==> config.mk <==
export PLATFORM = sky130hd
export DESIGN_NAME = spm_controller
export DESIGN_NICKNAME = d
export VERILOG_FILES = /design/src/rtl/spm_controller.sv
export SDC_FILE = /design/constraint.sdc
export NUM_CORES = 1
export LEC_CHECK = 0
export CAP_MARGIN = 10
export CORE_UTILIZATION = 49
export DETAILED_ROUTE_END_ITERATION = 7
export GPL_TIMING_DRIVEN = 0
export PLACE_DENSITY = 0.88
export SKIP_LAST_GASP = 1
export SLEW_MARGIN = 20
export SYNTH_ARGS = -nofsm -noshare
export SYNTH_HDL_FRONTEND = slang
export SYNTH_SLANG_ARGS = --single-unit
export TNS_END_PERCENT = 20
==> constraint.sdc <==
create_clock -name clk -period 4.45 [get_ports clk]
set_input_delay 0.89 -clock clk [delete_from_list [all_inputs] [get_ports clk]]
set_output_delay 0.89 -clock clk [all_outputs]
set_load 0.1 [all_outputs]
==> src/rtl/spm_controller.sv <==
// spm_controller: sequencer for the serial-parallel multiplier array.
// Captures unsigned operands on start, clears the serial array, presents the
// multiplicand in parallel, streams the multiplier LSB-first followed by N
// zero bits to flush the carries, then deserialises the 2N-bit product.
//
// Handshake: start is sampled only in IDLE. When it is accepted, busy rises
// on the next cycle and stays high until the state returns to IDLE. done is a
// one-cycle pulse in the DONE state, and p is valid from that cycle. p holds
// its value until the next result is loaded. A start seen outside IDLE
// (including the DONE cycle) is dropped and is not queued.
module spm_controller #(
    parameter int N = 8,
    parameter int L = 1
) (
    input  logic           clk,
    input  logic           rst,
    input  logic           start,
    input  logic [N-1:0]   a,
    input  logic [N-1:0]   b,
    output logic           busy,
    output logic           done,
    output logic [2*N-1:0] p,
    output logic           dp_clr,
    output logic [N-1:0]   dp_y,
    output logic           dp_x,
    input  logic           dp_s,
    output logic [1:0]     dbg_state
);

    localparam int KW = $clog2(2*N + L + 1);
    // k value on the last RUN cycle
    localparam logic [KW-1:0] K_LAST = KW'(2*N + L - 1);
    // first k at which dp_s carries a valid product bit
    localparam logic [KW-1:0] K_CAP  = KW'(L);

    typedef enum logic [1:0] {
        S_IDLE  = 2'd0,
        S_CLEAR = 2'd1,
        S_RUN   = 2'd2,
        S_DONE  = 2'd3
    } state_t;

    state_t         state_q, state_d;
    logic [N-1:0]   a_q, a_d;
    logic [N-1:0]   b_sh_q, b_sh_d;
    logic [KW-1:0]  k_q, k_d;
    logic [2*N-1:0] cap_q, cap_d;
    logic [2*N-1:0] p_q, p_d;
    logic [2*N-1:0] cap_shift;

    // Capture register after taking this cycle's dp_s at the top end.
    assign cap_shift = {dp_s, cap_q[2*N-1:1]};

    // State and datapath registers; reset clears everything, including p.
    always_ff @(posedge clk) begin
        if (rst) begin
            state_q <= S_IDLE;
            a_q     <= '0;
            b_sh_q  <= '0;
            k_q     <= '0;
            cap_q   <= '0;
            p_q     <= '0;
        end else begin
            state_q <= state_d;
            a_q     <= a_d;
            b_sh_q  <= b_sh_d;
            k_q     <= k_d;
            cap_q   <= cap_d;
            p_q     <= p_d;
        end
    end

    // Next-state logic and array control.
    always_comb begin
        state_d = state_q;
        a_d     = a_q;
        b_sh_d  = b_sh_q;
        k_d     = k_q;
        cap_d   = cap_q;
        p_d     = p_q;
        busy    = (state_q != S_IDLE);
        done    = 1'b0;
        dp_clr  = rst;
        dp_x    = 1'b0;

        case (state_q)
            S_IDLE: begin
                if (start) begin
                    a_d     = a;
                    b_sh_d  = b;
                    state_d = S_CLEAR;
                end
            end
            S_CLEAR: begin
                dp_clr  = 1'b1;
                k_d     = '0;
                cap_d   = '0;
                state_d = S_RUN;
            end
            S_RUN: begin
                // Zeros shift in behind the multiplier, so after N cycles
                // dp_x naturally becomes the flush stream.
                dp_x   = b_sh_q[0] & ~rst;
                b_sh_d = b_sh_q >> 1;
                k_d    = k_q + KW'(1);
                if (k_q >= K_CAP) begin
                    cap_d = cap_shift;
                end
                if (k_q == K_LAST) begin
                    p_d     = cap_shift;
                    state_d = S_DONE;
                end
            end
            S_DONE: begin
                done    = 1'b1;
                state_d = S_IDLE;
            end
            default: begin
                state_d = S_IDLE;
            end
        endcase
    end

    assign p         = p_q;
    assign dp_y      = a_q;
    assign dbg_state = state_q;

endmodule

==> flow_metrics.tcl, run 1 <==
set metrics [dict create \
    drive_gt1_frac 0.0731 \
    synth_area_leaders "dfxtp_1 48%, a21oi_1 5.6%, nand2b_1 4.5%, mux2i_1 4.0%, ha_1 3.9%" \
    grt_pass1_wl_um 8020 \
    netlist_instances 246 \
    worst_ep_required_time_ps 3560 \
    synth.most_common_cell "dfxtp_1" \
    synth_common_cells "54 x dfxtp_1, 25 x a21oi_1, 19 x nand2_1" \
    worst_clock_skew_ps 9.10 \
    grt_usage 0.206 \
    coreArea_mm2 0.00435 \
    die_y_um 69.5 \
    fmax_mhz 260 \
    synth_area_mm2 0.00223 \
    clkLatencyLatePin_ps 310 \
    finalSetupTns_ps 0 \
    design.die.area_mm2 0.00482 \
    cts_buffer_depth 2 \
    drc 0 \
    rsz0062_at_grt "no" \
    syn_area_per_cell_um2 9.06 \
    worst-path-max-fanout 10 \
    routedWlPerCell_um 13.9 \
    diodes 0 \
    drt_wl_total_um 4900 \
    synthesis.nets 273 \
    area_delta_synth_final_pct 29.3 \
    die_x_um 69.5 \
    cts_max_level 2 \
    async_reset_ff_frac 0 \
    fp-row-count 24 \
    slew_viol_final 0 \
    cts_tree "built" \
    worstHoldPathType "register to register" \
    finalPower_mw 1.49 \
    post-route-period-util 0.865 \
    first_pass_iters 4 \
    p_per_area_mw_per_mm2 515 \
    cap_violations 0 \
    fill_cells 366 \
    synth_seq_cells 54 \
    viasPerCell 5.45 \
    synth_top_area_cell "dfxtp_1" \
    initialDrtViolationCount 114 \
    grt_pass1_vias 1780 \
    ctsHoldBuffers 0 \
    antenna_found_initial 0 \
    finalHoldViolations 0 \
    synth_edf_count 0 \
    start_util 0.512 \
    setup_viol_count_final 0 \
    cp-start-kind "register" \
    ys_seq_area_frac 0.485 \
    port_buffers 48 \
    hpwl_um 3400 \
    worst-setup-path-type "register to output pin" \
    synth.distinct_cells 33 \
    grt_max_degree 17 \
    clk_pin_slew_ps 90 \
    grt-ovfl-total 0 \
    cp-end-kind "output pin" \
    p_leak_nw 1.02 \
    numClockSinks 54 \
    io_pins 50 \
    yosys.area.top_type_share 0.485 \
    period_minus_slack_ps 3850 \
    layout.nets 328 \
    globalplace.congestion 0.798 \
    cts_buffers 5 \
    via_count 1925 \
    cts_root_buf "clkbuf_8" \
    cts_resized 0 \
    max-vdd-ir-drop_mv 0.267 \
    cp.arrival_ps 2960 \
    final_antenna_net_count 0 \
    synth_flop_cell "dfxtp_1" \
    worst_slew_pin_slew_ps 987 \
    ys.warnings.count 0 \
    relSlewSlack 0.340 \
    status "completed" \
    post-cts-setup-buffers 0 \
]
==> final timing paths <==
| path | startpoint | to | slack [ps] | depth (start not counted) |
|---|---|---|---|---|
| max | dbg_state[0] | dp_x | 600 | 7 |
| min | dp_y[0] | dp_y[0] | 460 | 2 |
| max reg2reg | dbg_state[0] | dbg_state[1] | 2720 | 6 |
| min reg2reg | dp_y[0] | dp_y[0] | 460 | 2 |
==> through the flow <==
step / cells / hold slack, ps / setup slack [ps] / cell area (um^2) / utilization
floorplan: 246 / 444 / 423 / 2230 / -
global placement: 346 / 442 / 842 / 2780 / 0.637
detailed placement: 346 / 446 / 841 / 2780 / 0.637
CTS: 353 / 459 / 609 / 2880 / 0.662
global route: 353 / 483 / 515 / 2880 / 0.662
finish: 353 / 457 / 602 / 2880 / 0.662
==> sequential cells by signal (all words and copies together), names as in the netlist <==
signal     cells
dbg_state      2
cap_q         15
dp_y           8
b_sh_q         8
k_q            5
p             16
==> routing by layer <==
metal	share of wire	wire length, um	GRT usage
met2	0.48	2330	0.353
met3	0.044	214	0.0363
met1	0.47	2280	0.263
met5	0	0	0
met4	0.015	71	0.0680
==> placed cells by master, fill, tap and decap left out, types with 2 or more instances in the layout <==
cell type / n
dfxtp_1: 54
clkdlybuf4s50_1: 48
a21oi_1: 25
nand2_1: 19
nor2_1: 16
nand3_1: 16
o21ai_0: 16
nand2b_1: 16
o22ai_1: 13
inv_1: 9
mux2i_1: 9
a211oi_1: 7
ha_1: 7
clkbuf_1: 6
clkbuf_8: 5
buf_2: 4
buf_4: 3
buf_6: 3
xor2_1: 3
buf_1: 2
a21o_1: 2
nand4_1: 2
o32ai_1: 2
==> area by class of cell <==
| class | count | area, um^2 | area share |
|---|---|---|---|
| clock buffers | 5 | 68.8 | 0.0239 |
| multi-input cells | 164 | 1000 | 0.349 |
| flip-flops and latches | 54 | 1080 | 0.375 |
| clock inverters | 2 | 38.8 | 0.0135 |
| repair buffers | 48 | 480 | 0.167 |
| plain buffers | 18 | 106 | 0.0369 |
| well taps | 52 | 65.1 | 0.0226 |
| inverters | 10 | 37.5 | 0.0130 |
==> cell families after synthesis <==
kind of cell               after synthesis  synth area share
muxes                                   10            0.0455
xor gates and xnor gates                 4            0.0157
and+or+nand+nor                         74             0.166
adders and majority gates                7            0.0393
buffers and inverters                   28            0.0645
AOI/OAI and AO/OA                       69             0.184
DFF                                     54             0.485
==> power by group <==
part / leakage (nW) / total, mW / switching (mW) / internal (mW)
registers: 0.438 / 0.564 / 0.0352 / 0.529
clock network: 0.0542 / 0.324 / 0.158 / 0.166
logic: 0.524 / 0.598 / 0.407 / 0.191
==> worst max-delay path: stages, from the launching register on <==
cell,delay [ps]
dfxtp_1,380
inv_1,100
ha_1,220
buf_4,230
buf_1,370
nand2_1,110
nor2_1,110
clkdlybuf4s50_1,1140
No activity file was read; power rests on OpenSTA's default activity.
==> run 2: changes to the inputs <==
- SLEW_MARGIN: 20 -> default
==> results of run 2 <==
Final layout, timing and power as in run 1 (identical DEF).
==> run 3: changes to the inputs <==
- SLEW_MARGIN: default -> 20
==> results of run 3 <==
Final layout, timing and power as in run 1 (identical DEF).
